--- config.mk ---
export PLATFORM = sky130hd
export DESIGN_NAME = mem_access
export DESIGN_NICKNAME = d
export VERILOG_FILES = /design/src/rtl/mem_pkg.sv /design/src/rtl/mem_load_ext.sv /design/src/rtl/mem_access.sv
export SDC_FILE = /design/constraint.sdc
export NUM_CORES = 1
export LEC_CHECK = 0
export CORE_UTILIZATION = 40
export CTS_BUF_LIST = sky130_fd_sc_hd__clkbuf_2 sky130_fd_sc_hd__clkbuf_4 sky130_fd_sc_hd__clkbuf_8
export CTS_CLUSTER_SIZE = 10
export DETAILED_ROUTE_END_ITERATION = 7
export PLACE_DENSITY = 0.73
export SYNTH_ARGS = -nofsm -noshare
export SYNTH_HDL_FRONTEND = slang
export SYNTH_HIERARCHICAL = 1
export SYNTH_SLANG_ARGS = --single-unit
--- constraint.sdc ---
create_clock -name clk -period 6 [get_ports clk]
set_clock_uncertainty 0.2 [all_clocks]
set_input_delay 1.2 -clock clk [delete_from_list [all_inputs] [get_ports clk]]
set_output_delay 1.2 -clock clk [all_outputs]
set_load 0.005 [all_outputs]
--- src/rtl/mem_pkg.sv ---
// Shared definitions for the MEM-stage controller: size codes, FSM encoding
// and byte-lane helpers used for request formatting.
package mem_pkg;

    localparam logic [1:0] SZ_BYTE = 2'b00;
    localparam logic [1:0] SZ_HALF = 2'b01;
    localparam logic [1:0] SZ_WORD = 2'b10;

    typedef logic [0:0] state_t;
    localparam state_t ST_IDLE = 1'b0;
    localparam state_t ST_BUSY = 1'b1;

    localparam logic [3:0] BE_BYTE0   = 4'b0001;
    localparam logic [3:0] BE_HALF_LO = 4'b0011;
    localparam logic [3:0] BE_HALF_HI = 4'b1100;
    localparam logic [3:0] BE_WORD    = 4'b1111;

    // Size code 2'b11 behaves as a word everywhere.
    function automatic logic is_misaligned(input logic [1:0] size, input logic [1:0] off);
        case (size)
            SZ_BYTE: return 1'b0;
            SZ_HALF: return off[0];
            default: return off != 2'b00;
        endcase
    endfunction

    function automatic logic [3:0] byte_enable(input logic [1:0] size, input logic [1:0] off);
        case (size)
            SZ_BYTE: return BE_BYTE0 << off;
            SZ_HALF: return off[1] ? BE_HALF_HI : BE_HALF_LO;
            default: return BE_WORD;
        endcase
    endfunction

    function automatic logic [31:0] store_lanes(input logic [1:0] size, input logic [31:0] wdata);
        case (size)
            SZ_BYTE: return {4{wdata[7:0]}};
            SZ_HALF: return {2{wdata[15:0]}};
            default: return wdata;
        endcase
    endfunction

endpackage

--- src/rtl/mem_load_ext.sv ---
// Load-data lane select and sign/zero extension (purely combinational).
module mem_load_ext
    import mem_pkg::*;
(
    input  logic [1:0]  off_i,
    input  logic [1:0]  size_i,
    input  logic        unsigned_i,
    input  logic [31:0] rdata_i,
    output logic [31:0] data_o
);

    logic [31:0] lane;
    logic        sign;

    // NOTE: every signal gets a default at the top of always_comb so no path leaves it unassigned (no latch).
    always_comb begin
        lane   = rdata_i >> {off_i, 3'b000};
        sign   = 1'b0;
        data_o = lane;
        case (size_i)
            SZ_BYTE: begin
                sign   = ~unsigned_i & lane[7];
                data_o = {{24{sign}}, lane[7:0]};
            end
            SZ_HALF: begin
                sign   = ~unsigned_i & lane[15];
                data_o = {{16{sign}}, lane[15:0]};
            end
            default: data_o = lane;
        endcase
    end

endmodule

--- src/rtl/mem_access.sv ---
// MEM-stage controller: issues data-memory requests, stalls upstream while BUSY
// and registers results for MEM/WB. Optional BUSY timeout via MEM_TIMEOUT_EN.
module mem_access
    import mem_pkg::*;
#(
    parameter int unsigned TIMEOUT_CYC = 255
) (
    input  logic        clk,
    input  logic        rst,
    input  logic        ex_valid,
    input  logic [31:0] ex_alu_res,
    input  logic [31:0] ex_wdata,
    input  logic        ex_mem_read,
    input  logic        ex_mem_write,
    input  logic [1:0]  ex_size,
    input  logic        ex_unsigned,
    input  logic [4:0]  ex_write_reg,
    input  logic        ex_mem_to_reg,
    input  logic        ex_reg_write,
    output logic        dm_req,
    output logic        dm_we,
    output logic [31:0] dm_addr,
    output logic [31:0] dm_wdata,
    output logic [3:0]  dm_be,
    input  logic        dm_ready,
    input  logic [31:0] dm_rdata,
    output logic        mem_valid,
    output logic [31:0] mem_read_data,
    output logic [31:0] mem_alu_res,
    output logic [4:0]  mem_write_reg,
    output logic        mem_mem_to_reg,
    output logic        mem_reg_write,
    output logic        mem_stall,
    output logic        mem_misalign,
    output logic        mem_bus_err
);

    if (TIMEOUT_CYC < 1) begin : g_bad_timeout
        $error("mem_access: TIMEOUT_CYC must be at least 1");
    end

    state_t      state_q, state_d;
    logic        dm_req_q, dm_req_d, dm_we_q, dm_we_d;
    logic [31:0] dm_addr_q, dm_addr_d, dm_wdata_q, dm_wdata_d;
    logic [3:0]  dm_be_q, dm_be_d;
    logic [1:0]  off_q, off_d, size_q, size_d;
    logic        uns_q, uns_d, rd_q, rd_d, hold_rw_q, hold_rw_d;
    logic        valid_q, valid_d, reg_write_q, reg_write_d, misalign_q, misalign_d;
    logic [31:0] read_data_q, read_data_d, alu_res_q, alu_res_d;
    logic [4:0]  write_reg_q, write_reg_d;
    logic        mem_to_reg_q, mem_to_reg_d;
    logic [31:0] load_data;
    logic        timeout_hit;

    mem_load_ext u_load_ext (
        .off_i      (off_q),
        .size_i     (size_q),
        .unsigned_i (uns_q),
        .rdata_i    (dm_rdata),
        .data_o     (load_data)
    );

    always_comb begin
        state_d      = state_q;
        dm_req_d     = dm_req_q;
        dm_we_d      = dm_we_q;
        dm_addr_d    = dm_addr_q;
        dm_wdata_d   = dm_wdata_q;
        dm_be_d      = dm_be_q;
        off_d        = off_q;
        size_d       = size_q;
        uns_d        = uns_q;
        rd_d         = rd_q;
        hold_rw_d    = hold_rw_q;
        read_data_d  = read_data_q;
        alu_res_d    = alu_res_q;
        write_reg_d  = write_reg_q;
        mem_to_reg_d = mem_to_reg_q;
        valid_d      = 1'b0;
        reg_write_d  = 1'b0;
        misalign_d   = 1'b0;

        case (state_q)
            ST_IDLE: begin
                if (ex_valid) begin
                    alu_res_d    = ex_alu_res;
                    write_reg_d  = ex_write_reg;
                    mem_to_reg_d = ex_mem_to_reg;
                    read_data_d  = '0;
                    if (!(ex_mem_read || ex_mem_write)) begin
                        valid_d     = 1'b1;
                        reg_write_d = ex_reg_write;
                    end else if (is_misaligned(ex_size, ex_alu_res[1:0])) begin
                        valid_d    = 1'b1;
                        misalign_d = 1'b1;
                    end else begin
                        // A load/store combination is executed as a load.
                        dm_req_d   = 1'b1;
                        dm_we_d    = ex_mem_write & ~ex_mem_read;
                        dm_addr_d  = {ex_alu_res[31:2], 2'b00};
                        dm_be_d    = byte_enable(ex_size, ex_alu_res[1:0]);
                        dm_wdata_d = store_lanes(ex_size, ex_wdata);
                        off_d      = ex_alu_res[1:0];
                        size_d     = ex_size;
                        uns_d      = ex_unsigned;
                        rd_d       = ex_mem_read;
                        hold_rw_d  = ex_reg_write;
                        state_d    = ST_BUSY;
                    end
                end
            end
            default: begin
                if (dm_ready) begin
                    read_data_d = rd_q ? load_data : '0;
                    valid_d     = 1'b1;
                    reg_write_d = hold_rw_q;
                    dm_req_d    = 1'b0;
                    state_d     = ST_IDLE;
                end else if (timeout_hit) begin
                    read_data_d = '0;
                    valid_d     = 1'b1;
                    dm_req_d    = 1'b0;
                    state_d     = ST_IDLE;
                end
            end
        endcase
    end

    // NOTE: sequential state uses non-blocking (<=) so every register samples pre-edge values.
    always_ff @(posedge clk or posedge rst) begin
        if (rst) begin
            state_q      <= ST_IDLE;
            dm_req_q     <= 1'b0;
            dm_we_q      <= 1'b0;
            dm_addr_q    <= '0;
            dm_wdata_q   <= '0;
            dm_be_q      <= '0;
            off_q        <= '0;
            size_q       <= '0;
            uns_q        <= 1'b0;
            rd_q         <= 1'b0;
            hold_rw_q    <= 1'b0;
            valid_q      <= 1'b0;
            reg_write_q  <= 1'b0;
            misalign_q   <= 1'b0;
            read_data_q  <= '0;
            alu_res_q    <= '0;
            write_reg_q  <= '0;
            mem_to_reg_q <= 1'b0;
        end else begin
            state_q      <= state_d;
            dm_req_q     <= dm_req_d;
            dm_we_q      <= dm_we_d;
            dm_addr_q    <= dm_addr_d;
            dm_wdata_q   <= dm_wdata_d;
            dm_be_q      <= dm_be_d;
            off_q        <= off_d;
            size_q       <= size_d;
            uns_q        <= uns_d;
            rd_q         <= rd_d;
            hold_rw_q    <= hold_rw_d;
            valid_q      <= valid_d;
            reg_write_q  <= reg_write_d;
            misalign_q   <= misalign_d;
            read_data_q  <= read_data_d;
            alu_res_q    <= alu_res_d;
            write_reg_q  <= write_reg_d;
            mem_to_reg_q <= mem_to_reg_d;
        end
    end

`ifdef MEM_TIMEOUT_EN
    localparam int CNT_W = ($clog2(TIMEOUT_CYC + 1) > 8) ? $clog2(TIMEOUT_CYC + 1) : 8;
    localparam logic [CNT_W-1:0] TO_LAST = CNT_W'(TIMEOUT_CYC - 1);

    logic [CNT_W-1:0] cnt_q;
    logic             bus_err_q;

    // cnt_q counts completed BUSY cycles; the abort fires on the last allowed one.
    assign timeout_hit = (cnt_q == TO_LAST);

    always_ff @(posedge clk or posedge rst) begin
        if (rst) begin
            cnt_q     <= '0;
            bus_err_q <= 1'b0;
        end else begin
            cnt_q     <= (state_q == ST_BUSY) ? cnt_q + 1'b1 : '0;
            bus_err_q <= (state_q == ST_BUSY) && !dm_ready && timeout_hit;
        end
    end

    assign mem_bus_err = bus_err_q;
`else
    assign timeout_hit = 1'b0;
    assign mem_bus_err = 1'b0;
`endif

    assign dm_req         = dm_req_q;
    assign dm_we          = dm_we_q;
    assign dm_addr        = dm_addr_q;
    assign dm_wdata       = dm_wdata_q;
    assign dm_be          = dm_be_q;
    assign mem_valid      = valid_q;
    assign mem_read_data  = read_data_q;
    assign mem_alu_res    = alu_res_q;
    assign mem_write_reg  = write_reg_q;
    assign mem_mem_to_reg = mem_to_reg_q;
    assign mem_reg_write  = reg_write_q;
    assign mem_misalign   = misalign_q;
    assign mem_stall      = (state_q == ST_BUSY);

endmodule
==> out/metrics.sh, run 1 <==
SETUP_VIOL=0
RSZ0062_AT_GRT='false'
ANTENNA_VIOLATING_NETS_POST_ROUTE=0
CTS_BUFFERS=17
FINALHOLDVIOLATIONS=0
P_INT_mW=2.36
TIMING.REG2REG.WORST_PATH_DEPTH=4
CHIPHEIGHT_UM=135
YOSYS_WARNINGS=6
CTS.REPORTEDPATHS.CLKPINSLEW_NS=0.09
DRIVE_GT1_FRAC=0.170
TIMING.CRITICAL_PATH.MAX_DELAY_FAMILY='buffers and inverters'
VIAS_PER_CELL=5.02
SYNTH_ENABLE_FLOP_CELLS=0
SYN_INST=584
PORTBUFFERS=253
GRTUSAGETOTAL=0.213
SYNTH-SEQ-CELLS=149
POWER_LEAKAGE_nW=4.48
CRITICAL_PATH.REG2REG.STARTPOINT='mem_stall$_DFF_PP0_'
DRT_FIRST_PASS_ITERS=5
WL_PER_CELL_UM=17.7
SYNTH.YOSYS.SEQ_AREA_SHARE=0.531
TRITONCTS_CLOCK_TREE='done'
WORSTSETUPENDPOINTTYPE='register'
SYNTHTOLAYOUTAREAGROWTH_PCT=44.1
POSTCTSSETUPBUFFERS=0
VIAS=5338
FIN_TNS_SETUP_NS=0
POSTSYNTHAREAPERCELL_UM2=12.0
FIRST_GLOBAL_VIAS=5431
CTS_HOLD_BUFFERS=0
HTREEDEPTH=4
NUMBER_OF_INSERTED_DIODES=0
CTS.SINKS=149
LAYOUT_WORST_PATH_CYCLE_SHARE=0.617
MAXSLEWHEADROOM=0.311
SYN_AREA_UM2=7020
OUTCOME='complete, no violations'
GRT-OVFL-TOTAL=0
CLK-INSERTION-DELAY-LATE_NS=0.44
WORSTPATHMAXFANOUT=47
MAX_FREQ_GHz=0.270
FIRST_PASS_GRT_WIRE_LENGTH_UM=29800
ROOT_BUFFER='clkbuf_8'
CLOCKPOWERSHARE=0.249
CRIT_PATH_TOP_DELAY_CELL='buf_4'
TOTAL_SWITCHING_POWER_mW=1.01
MAXSLEWVIOLCOUNT=0
LAUNCHING_ELEMENT_TYPE_OF_THE_CRITICAL_PATH='primary input'
MAX_CAP_VIOL_COUNT=0
DETAILED_PLACE_HPWL_UM=13200
TIMING.HOLD.WORST_ENDPOINT='mem_alu_res[0]$_DFFE_PP0P_'
POWER.SEQUENTIAL.FRACTION=0.401
RRSETUPSLACK_NS=2.86
INITIAL_UTILIZATION=0.407
IOPINCOUNT=257
REMAINING_DRCS=0
WORSTPATHBUFFERINVERTERCOUNT=2
FINISH.NET_COUNT=938
FILLERINSTANCES=1484
CORE.ROWCOUNT=48
PERIOD_NEEDED_NS=3.70
ANTENNA_VIOLATIONS_BEFORE_REPAIR=0
GPL.FINAL_WEIGHTED_CONGESTION=0.779
POWER_FRAC_COMB=0.350
CRIT_CHAIN='clkdlybuf4s50_1, nand2b_2, a2111oi_4, buf_4, mux2_2'
HOLD_CLASS='reg -> reg'
WORSTHOLDSTART='mem_alu_res[0]$_DFFE_PP0P_'
CTS_RESIZED=0
CRIT_ARRIVAL_NS=3.84
WORST_EP_REQUIRED_TIME_NS=6.14
DIE_OUTLINE_AREA_UM2=18100
REPORT.POWER.TOTAL_mW=3.37
CELL_PWR_DENSITY_nW_PER_UM2=334
WORST-SLEW-PIN-TRANSITION_NS=1.03
CLOCKBUFFERDEPTH=2
CPPEAKSTAGEDELAY_NS=0.60
R2R-END='dm_addr[22]$_DFFE_PP0P_'
GRT_START_MAX_NET_PINS=76
HOLD_DEPTH=2
MAX-VDD-IR-DROP_V=0.000173
FLOORPLAN.CORE_AREA_UM2=17200
SWITCHING_SHARE=0.300
FFS_W_ASYNC_S_R_SYNTH=1.00
WIRELENGTH_UM=18800
YS_TYPES=44
DRT-INITIAL-DRC-COUNT=268
SYNTH_FLOP_CELL='dfrtp_1'
DIE_X_UM=135
CP_CLASS='in -> reg'
## logic make-up (layout without fill, tap and decap cells)
family / count (synthesis) / in the layout / synth area share
simple gates: 166 / 166 / 0.102
flops: 149 / 149 / 0.531
other cells: 1 / 3 / 0.000534
mux: 113 / 113 / 0.210
compound gates: 103 / 103 / 0.114
buf+inv: 50 / 303 / 0.0408
xor+xnor: 2 / 2 / 0.00249
## through the flow
stage,setup slack (ns),utilization,area [µm²],hold slack [ns],cells
floorplan,0.592,-,7030,0.270,586
global placement,1.85,0.562,9690,0.257,1032
detailed placement,1.83,0.562,9690,0.261,1032
CTS,2.31,0.587,10100,0.283,1064
global route,2.18,0.587,10100,0.315,1064
finish,2.30,0.587,10100,0.277,1064
## layer usage
layer | share of wire | track usage | up-vias
met3 | 0.072 | 0.0642 | 21
met2 | 0.47 | 0.334 | 190
met1 | 0.44 | 0.285 | 2596
met5 | 0 | 0 | -
met4 | 0.019 | 0.0662 | 0
li1 | - | - | 2531
## tightest hold or removal path: stages (launching register included)
cell and delay (ns):
dfrtp_1 0.35, nand2_1 0.05, nand2_1 0.05
## area by class of cell
type	count	area [µm²]	share of cell area
tap	225	282	0.0278
timing repair buffer	265	2620	0.259
inverter	6	27.5	0.00272
multi-input combinational	387	3030	0.299
clock inverter	15	194	0.0192
clock buffer	17	234	0.0231
sequential	149	3730	0.369
## power groups by stage
stage | Sequential [mW] | Clock [mW] | Combinational, mW
final | 1.35 | 0.842 | 1.18
after global placement | 1.37 | 0 | 1.17
after global routing | 1.38 | 0.906 | 1.27
after floorplan | 1.36 | 0 | 0.571
after CTS | 1.36 | 0.867 | 1.19
after detailed placement | 1.37 | 0 | 1.19
## cell usage in the layout (no fill, tap or decap), types with 11 or more instances in the layout
cell type,instances
clkdlybuf4s50_1,253
dfrtp_1,149
nand2_1,125
mux2_4,62
a22o_1,32
mux2i_1,25
a21oi_1,22
mux2_2,19
clkbuf_8,17
buf_4,12
o21ai_0,11
## worst max path at each step
stage | startpoint | endpoint | slack, ns | cells after the start
5_1_grt | ex_valid | dm_addr[22]$_DFFE_PP0P_ | 2.18 | 5
3_5_place_dp | ex_valid | dm_addr[29]$_DFFE_PP0P_ | 1.83 | 5
2_1_floorplan | rst | dm_addr[10]$_DFFE_PP0P_ | 0.59 | 1
4_1_cts | ex_valid | dm_addr[21]$_DFFE_PP0P_ | 2.31 | 5
3_3_place_gp | ex_valid | dm_addr[22]$_DFFE_PP0P_ | 1.85 | 5
6_report | ex_valid | dm_addr[22]$_DFFE_PP0P_ | 2.30 | 5
## Yosys cell counts, types with 3 or more instances
| cell | count | area, µm² |
|---|---|---|
| inv_1 | 6 | 22.5 |
| o21ai_0 | 11 | 55.1 |
| buf_4 | 5 | 37.5 |
| clkbuf_1 | 21 | 78.8 |
| mux2_2 | 19 | 214 |
| nand2b_1 | 3 | 18.8 |
| nand2_1 | 125 | 469 |
| o2bb2ai_1 | 8 | 70.1 |
| nor2_1 | 7 | 26.3 |
| mux2_4 | 62 | 931 |
| mux2_1 | 7 | 78.8 |
| buf_2 | 4 | 20.0 |
| buf_1 | 4 | 15.0 |
| buf_6 | 10 | 113 |
| o22ai_1 | 8 | 50.1 |
| dfrtp_1 | 149 | 3730 |
| mux2i_1 | 25 | 250 |
| nor2b_1 | 10 | 62.6 |
| a211oi_1 | 8 | 60.1 |
| or2_2 | 9 | 56.3 |
| a22o_1 | 32 | 280 |
| a21oi_1 | 23 | 115 |
Power figures use the tool's default switching activity.
==> inputs of run 2 (changes only) <==
Settings changed: PLACE_DENSITY 0.73 to 0.76.
Clock period 6 ns to 3.3 ns, I/O delays scaled along.
==> out/metrics.sh, run 2 (synthesized netlist as in run 1, its figures left out) <==
DRT-INITIAL-DRC-COUNT=285  # +6.3%
TRITONCTS_CLOCK_TREE='done'
REPORT.POWER.TOTAL_mW=5.96  # +77%
POWER_LEAKAGE_nW=4.54  # +1.3%
CLK-INSERTION-DELAY-LATE_NS=0.44  # about the same
IOPINCOUNT=257  # unchanged
LAYOUT_WORST_PATH_CYCLE_SHARE=0.785
FINISH.NET_COUNT=950  # +1.3%
PERIOD_NEEDED_NS=2.59
GPL.FINAL_WEIGHTED_CONGESTION=0.785  # +0.82%
HOLD_DEPTH=2  # unchanged
HOLD_CLASS='reg -> reg'
CTS_BUFFERS=17  # unchanged
CRITICAL_PATH.REG2REG.STARTPOINT='mem_stall$_DFF_PP0_'
RRSETUPSLACK_NS=0.92  # -1.94 ns
CLOCKPOWERSHARE=0.223  # -0.026
FIN_TNS_SETUP_NS=0  # unchanged
SETUP_VIOL=0  # unchanged
RSZ0062_AT_GRT='false'
NUMBER_OF_INSERTED_DIODES=0  # unchanged
LAYOUT_COMMONEST_CELL='clkdlybuf4s50_1'
MAX_CAP_VIOL_COUNT=0  # unchanged
ANTENNA_VIOLATIONS_BEFORE_REPAIR=0  # unchanged
MAXSLEWVIOLCOUNT=0  # unchanged
FLOORPLAN.CORE_AREA_UM2=17200  # unchanged
WORST-SLEW-PIN-TRANSITION_NS=0.601  # -0.433 ns
SEQCELLAREA_UM2=3730  # unchanged
CTS.SINKS=149  # unchanged
LAUNCHING_ELEMENT_TYPE_OF_THE_CRITICAL_PATH='primary input'
TIMING.CRITICAL_PATH.MAX_DELAY_FAMILY='buffers and inverters'
CORE.ROWCOUNT=48  # unchanged
PORTBUFFERS=253  # unchanged
REMAINING_DRCS=0  # unchanged
CHIPHEIGHT_UM=135  # unchanged
CELL_PWR_DENSITY_nW_PER_UM2=583  # +75%
DIE_OUTLINE_AREA_UM2=18100  # unchanged
POSTCTSSETUPBUFFERS=0  # unchanged
CLOCKBUFFERDEPTH=2  # unchanged
WORSTPATHMAXFANOUT=30  # -36%
WORSTHOLDSTART='mem_alu_res[2]$_DFFE_PP0P_'
CTS.REPORTEDPATHS.CLKPINSLEW_NS=0.09  # about the same
TOTAL_SWITCHING_POWER_mW=1.86  # +84%
FILLERINSTANCES=1432  # -3.5%
CRITICAL_PATH.MOST_COMMON_CELL='buf_12'
SWITCHING_SHARE=0.312  # +0.0121
DRIVE_GT1_FRAC=0.182  # +0.0117
HTREEDEPTH=4  # unchanged
CRIT_PATH_TOP_DELAY_CELL='clkdlybuf4s50_1'
INITIAL_UTILIZATION=0.407  # unchanged
VIAS=5393  # +1.0%
DRT_FIRST_PASS_ITERS=6  # +1
WORSTPATHBUFFERINVERTERCOUNT=4  # +2
CTS_RESIZED=0  # unchanged
DIE_X_UM=135  # unchanged
R2R-END='dm_wdata[9]$_DFFE_PP0P_'
SYNTHTOLAYOUTAREAGROWTH_PCT=45.6
FIRST_PASS_GRT_WIRE_LENGTH_UM=29900  # +0.33%
MAXSLEWHEADROOM=0.589  # +0.278
FIRST_GLOBAL_VIAS=5429  # -0.037%
CRIT_CHAIN='clkdlybuf4s50_1, buf_4, and2_1, a2111oi_4, buf_12, buf_12, mux2_4'
ANTENNA_VIOLATING_NETS_POST_ROUTE=0  # unchanged
LAYOUT_SETUP_WS_NS=0.711  # -1.59 ns
P_INT_mW=4.10  # +74%
ROOT_BUFFER='clkbuf_8'
CRIT_ARRIVAL_NS=2.72  # -1.12 ns
CP_CLASS='in -> reg'
VIAS_PER_CELL=5.01  # about the same
TIMING.HOLD.WORST_ENDPOINT='mem_alu_res[2]$_DFFE_PP0P_'
WL_PER_CELL_UM=17.6  # -0.32%
POWER.SEQUENTIAL.FRACTION=0.414  # +0.013
MAX-VDD-IR-DROP_V=0.000282  # +63%
DETAILED_PLACE_HPWL_UM=13600  # +2.4%
GRT-OVFL-TOTAL=0  # unchanged
WORST_EP_REQUIRED_TIME_NS=3.43  # -2.71 ns
FINALHOLDVIOLATIONS=0  # unchanged
SUMMED_AREA_OF_NON_FILLER_CELLS_IN_THE_FINAL_LAYOUT_UM2=10200  # +1.1%
WORSTSETUPENDPOINTTYPE='register'
MAX_FREQ_GHz=0.386
HIGHEST_COUNT_CELLS_IN_THE_LAYOUT_IGNORING_FILL_AND_TAPS='clkdlybuf4s50_1, dfrtp_1, nand2_1'
TIMING.REG2REG.WORST_PATH_DEPTH=5  # +1
GRT_START_MAX_NET_PINS=39  # -49%
DPL-INSTANCE-AREA_UM2=9850  # +1.7%
WIRELENGTH_UM=19000  # +0.81%
POWER_FRAC_COMB=0.363  # +0.013
DP_WORST_SETUP_SLACK_NS=0.244  # -1.58 ns
OUTCOME='complete, no violations'
GRTUSAGETOTAL=0.216  # +0.00246
MULTI_INPUT_COMB_AREA_UM2=3030  # unchanged
CTS_HOLD_BUFFERS=0  # unchanged
CPPEAKSTAGEDELAY_NS=0.43  # -0.17 ns
==> run 2: cell count changes in the layout (fill, tap and decap cells not counted) <==
cell | before | now
buf_12 | 0 | 6
buf_4 | 12 | 18
bufinv_16 | 3 | 0
clkinv_2 | 0 | 2
clkinv_4 | 3 | 2
clkinv_8 | 0 | 1
inv_6 | 6 | 5
inv_8 | 1 | 3
==> run 2: worst min-delay path, delay by kind of cell, from the launching register on <==
| kind | cells | cell delay, ns |
|---|---|---|
| AND/OR/NAND/NOR | 2 | 0.10 |
| flip-flops | 1 | 0.35 |
==> run 2: cell type report <==
cell class	count	share of cell area
clock buffer	17	0.0229
clock inverter	15	0.0133
inverter	6	0.00257
multi-input combinational	387	0.296
sequential	149	0.365
tap	225	0.0275
timing repair buffer	277	0.273
==> run 2: how the worst max path moves through the flow <==
stage	start	end	slack (ns)	cells after the start
after global placement	ex_size[1]	dm_wdata[0]$_DFFE_PP0P_	0.30	7
after detailed placement	ex_size[0]	dm_wdata[0]$_DFFE_PP0P_	0.24	6
after CTS	ex_size[0]	dm_wdata[19]$_DFFE_PP0P_	0.74	6
after floorplan	rst	dm_addr[10]$_DFFE_PP0P_	0.57	1
final	ex_size[1]	dm_wdata[9]$_DFFE_PP0P_	0.71	7
after global routing	ex_size[0]	dm_wdata[19]$_DFFE_PP0P_	0.69	6
==> run 2: through the flow <==
stage | cells | utilization | hold WS, ns
global route | 1076 | 0.593 | 0.306
floorplan | 586 | - | 0.270
finish | 1076 | 0.593 | 0.279
detailed placement | 1044 | 0.572 | 0.261
CTS | 1076 | 0.593 | 0.284
global placement | 1044 | 0.572 | 0.257
==> run 2: layer usage <==
layer / routed length [µm] / part of all wire / vias up / track usage
met2: 9010 / 0.47 / 220 / 0.340
met4: 300 / 0.016 / 0 / 0.0674
met1: 8180 / 0.43 / 2600 / 0.282
met5: 0 / 0 / - / 0
met3: 1500 / 0.079 / 22 / 0.0706
li1: - / - / 2551 / -
==> run 2: power groups by stage <==
stage	Combinational [mW]	Clock [mW]	Sequential, mW
after floorplan	1.04	0	2.48
after global placement	2.13	0	2.49
after detailed placement	2.18	0	2.49
after CTS	2.18	1.38	2.47
after global routing	2.32	1.46	2.52
final	2.16	1.33	2.47
==> inputs of run 3 (changes only) <==
Clock period 3.3 ns to 2.12 ns, I/O delays scaled along.
==> out/metrics.sh, run 3 (synthesized netlist as in run 1, its figures left out) <==
DP_WORST_SETUP_SLACK_NS=-0.458  # -0.702 ns
P_INT_mW=6.68  # +63%
GRTUSAGETOTAL=0.210  # -0.00610
MAX_CAP_VIOL_COUNT=0  # unchanged
CRIT_ARRIVAL_NS=2.21  # -0.51 ns
ANTENNA_VIOLATING_NETS_POST_ROUTE=0  # unchanged
LAYOUT_SETUP_WS_NS=0.0421  # -0.668 ns
RSZ0062_AT_GRT='false'
DETAILED_PLACE_HPWL_UM=13600  # +0.62%
REMAINING_DRCS=0  # unchanged
PORTBUFFERS=253  # unchanged
MAX-VDD-IR-DROP_V=0.000448  # +59%
CP_CLASS='in -> reg'
CLOCKPOWERSHARE=0.221  # -0.002
DRIVE_GT1_FRAC=0.213  # +0.0307
WL_PER_CELL_UM=17.1  # -2.9%
VIAS_PER_CELL=4.97  # -0.80%
CTS.REPORTEDPATHS.CLKPINSLEW_NS=0.08  # about the same
WORST-SLEW-PIN-TRANSITION_NS=0.524  # -0.0773 ns
ROOT_BUFFER='clkbuf_8'
CTS_BUFFERS=17  # unchanged
MAXSLEWVIOLCOUNT=0  # unchanged
GRT-OVFL-TOTAL=0  # unchanged
MAX_FREQ_GHz=0.481
NUMBER_OF_INSERTED_DIODES=0  # unchanged
WORSTSETUPENDPOINTTYPE='register'
CTS.SINKS=149  # unchanged
MAXSLEWHEADROOM=0.650  # +0.0606
LAYOUT_WORST_PATH_CYCLE_SHARE=0.980
OUTCOME='complete, no violations'
IOPINCOUNT=257  # unchanged
ANTENNA_VIOLATIONS_BEFORE_REPAIR=0  # unchanged
WORSTPATHMAXFANOUT=11  # -63%
DIE_OUTLINE_AREA_UM2=18100  # unchanged
DRT_FIRST_PASS_ITERS=4  # -2
CLOCKBUFFERDEPTH=2  # unchanged
DIE_X_UM=135  # unchanged
FINISH.NET_COUNT=973  # +2.4%
LAUNCHING_ELEMENT_TYPE_OF_THE_CRITICAL_PATH='primary input'
GRT_START_MAX_NET_PINS=49  # +26%
CELL_PWR_DENSITY_nW_PER_UM2=905  # +55%
CORE.ROWCOUNT=48  # unchanged
FLOORPLAN.CORE_AREA_UM2=17200  # unchanged
POWER_LEAKAGE_nW=4.73  # +4.2%
FIRST_GLOBAL_VIAS=5420  # -0.17%
FIRST_PASS_GRT_WIRE_LENGTH_UM=29100  # -2.5%
FINALNONFILLERCELLS=1099  # +2.1%
GPL.FINAL_WEIGHTED_CONGESTION=0.765  # -2.5%
SETUP_VIOL=0  # unchanged
LAYOUT_COMMONEST_CELL='clkdlybuf4s50_1'
FINALHOLDVIOLATIONS=0  # unchanged
TIMING.REG2REG.WORST_PATH_DEPTH=5  # unchanged
VIAS=5464  # +1.3%
TRITONCTS_CLOCK_TREE='done'
SWITCHING_SHARE=0.300  # -0.0116
DRT-INITIAL-DRC-COUNT=250  # -12%
REPORT.POWER.TOTAL_mW=9.55  # +60%
HTREEDEPTH=4  # unchanged
POWER.SEQUENTIAL.FRACTION=0.404  # -0.010
HOLD_CLASS='in -> async'
PERIOD_NEEDED_NS=2.08
WIRELENGTH_UM=18800  # -0.80%
INITIAL_UTILIZATION=0.407  # unchanged
SYNTHTOLAYOUTAREAGROWTH_PCT=50.2
HIGHEST_COUNT_CELLS_IN_THE_LAYOUT_IGNORING_FILL_AND_TAPS='clkdlybuf4s50_1, dfrtp_1, nand2_1'
CLK-INSERTION-DELAY-LATE_NS=0.44  # about the same
TOTAL_SWITCHING_POWER_mW=2.87  # +54%
PLACED_CELLS=1067  # +2.2%
WORST_EP_REQUIRED_TIME_NS=2.25  # -1.18 ns
CHIPHEIGHT_UM=135  # unchanged
POWER_FRAC_COMB=0.375  # +0.012
POSTCTSSETUPBUFFERS=0  # unchanged
## run 3: cell types whose count changed in the layout (fill, tap and decap cells not counted), moves of 2 or more
cell	delta
clkinv_2	+2
buf_4	+12
inv_8	-3
mux2_1	-7
clkdlybuf4s50_1	-2
buf_12	+8
mux2_4	+9
buf_6	+3
mux2_2	-2
## run 3: what timing repair did
action                                  in CTS  in global routing
hold buffers                                 0                  0
resized for setup                            1                  5
hold endpoints to repair                     0                  0
pin swaps                                    0                  1
endpoints found under the setup margin       1                 60
## run 3: power by group through the flow
stage	combinational [mW]	clock (mW)	sequential, mW
after global routing	3.82	2.31	3.93
after global placement	3.52	0	3.90
after CTS	3.60	2.18	3.87
final	3.58	2.11	3.86
after floorplan	1.66	0	3.86
after detailed placement	3.59	0	3.89
## run 3: cell type report
class / instances / area (µm²)
timing repair buffer: 300 / 3070
inverter: 6 / 26.3
tap: 225 / 282
fill: 1384 / 6690
sequential: 149 / 3730
clock inverter: 14 / 125
multi-input combinational: 387 / 3070
clock buffer: 18 / 248
## run 3: worst paths after layout
kind,startpoint,endpoint,slack [ns]
max,ex_size[0],dm_addr[12]$_DFFE_PP0P_,0.04
min,rst,mem_read_data[0]$_DFFE_PP0P_,0.09
max reg2reg,mem_stall$_DFF_PP0_,dm_addr[12]$_DFFE_PP0P_,0.15
min reg2reg,mem_alu_res[4]$_DFFE_PP0P_,mem_alu_res[4]$_DFFE_PP0P_,0.28
max in group asynchronous,rst,mem_alu_res[29]$_DFFE_PP0P_,1.10
min in group clk,mem_alu_res[4]$_DFFE_PP0P_,mem_alu_res[4]$_DFFE_PP0P_,0.28
## run 3: worst max-delay path, stage by stage
cell,delay [ns]
clkdlybuf4s50_1,0.45
or2_4,0.26
a2111oi_4,0.41
buf_6,0.21
buf_12,0.16
mux2_4,0.30
## run 3: layer usage
| layer | vias to the layer above | global-route usage | share of wire |
|---|---|---|---|
| met4 | 0 | 0.0705 | 0.015 |
| met2 | 182 | 0.340 | 0.48 |
| li1 | 2593 | - | - |
| met3 | 19 | 0.0537 | 0.060 |
| met5 | - | 0 | 0 |
| met1 | 2670 | 0.274 | 0.44 |
## run 3: metrics by stage
step | TNS, ns | utilization | instance area [µm²] | hold slack [ns]
after floorplan | -75.35 | - | 7080 | 0.270
after global placement | -30.21 | 0.589 | 10200 | 0.256
after detailed placement | -33.13 | 0.589 | 10200 | 0.262
after CTS | 0 | 0.611 | 10500 | 0.0692
after global routing | 0 | 0.612 | 10500 | 0.0918
final | 0 | 0.612 | 10500 | 0.0896
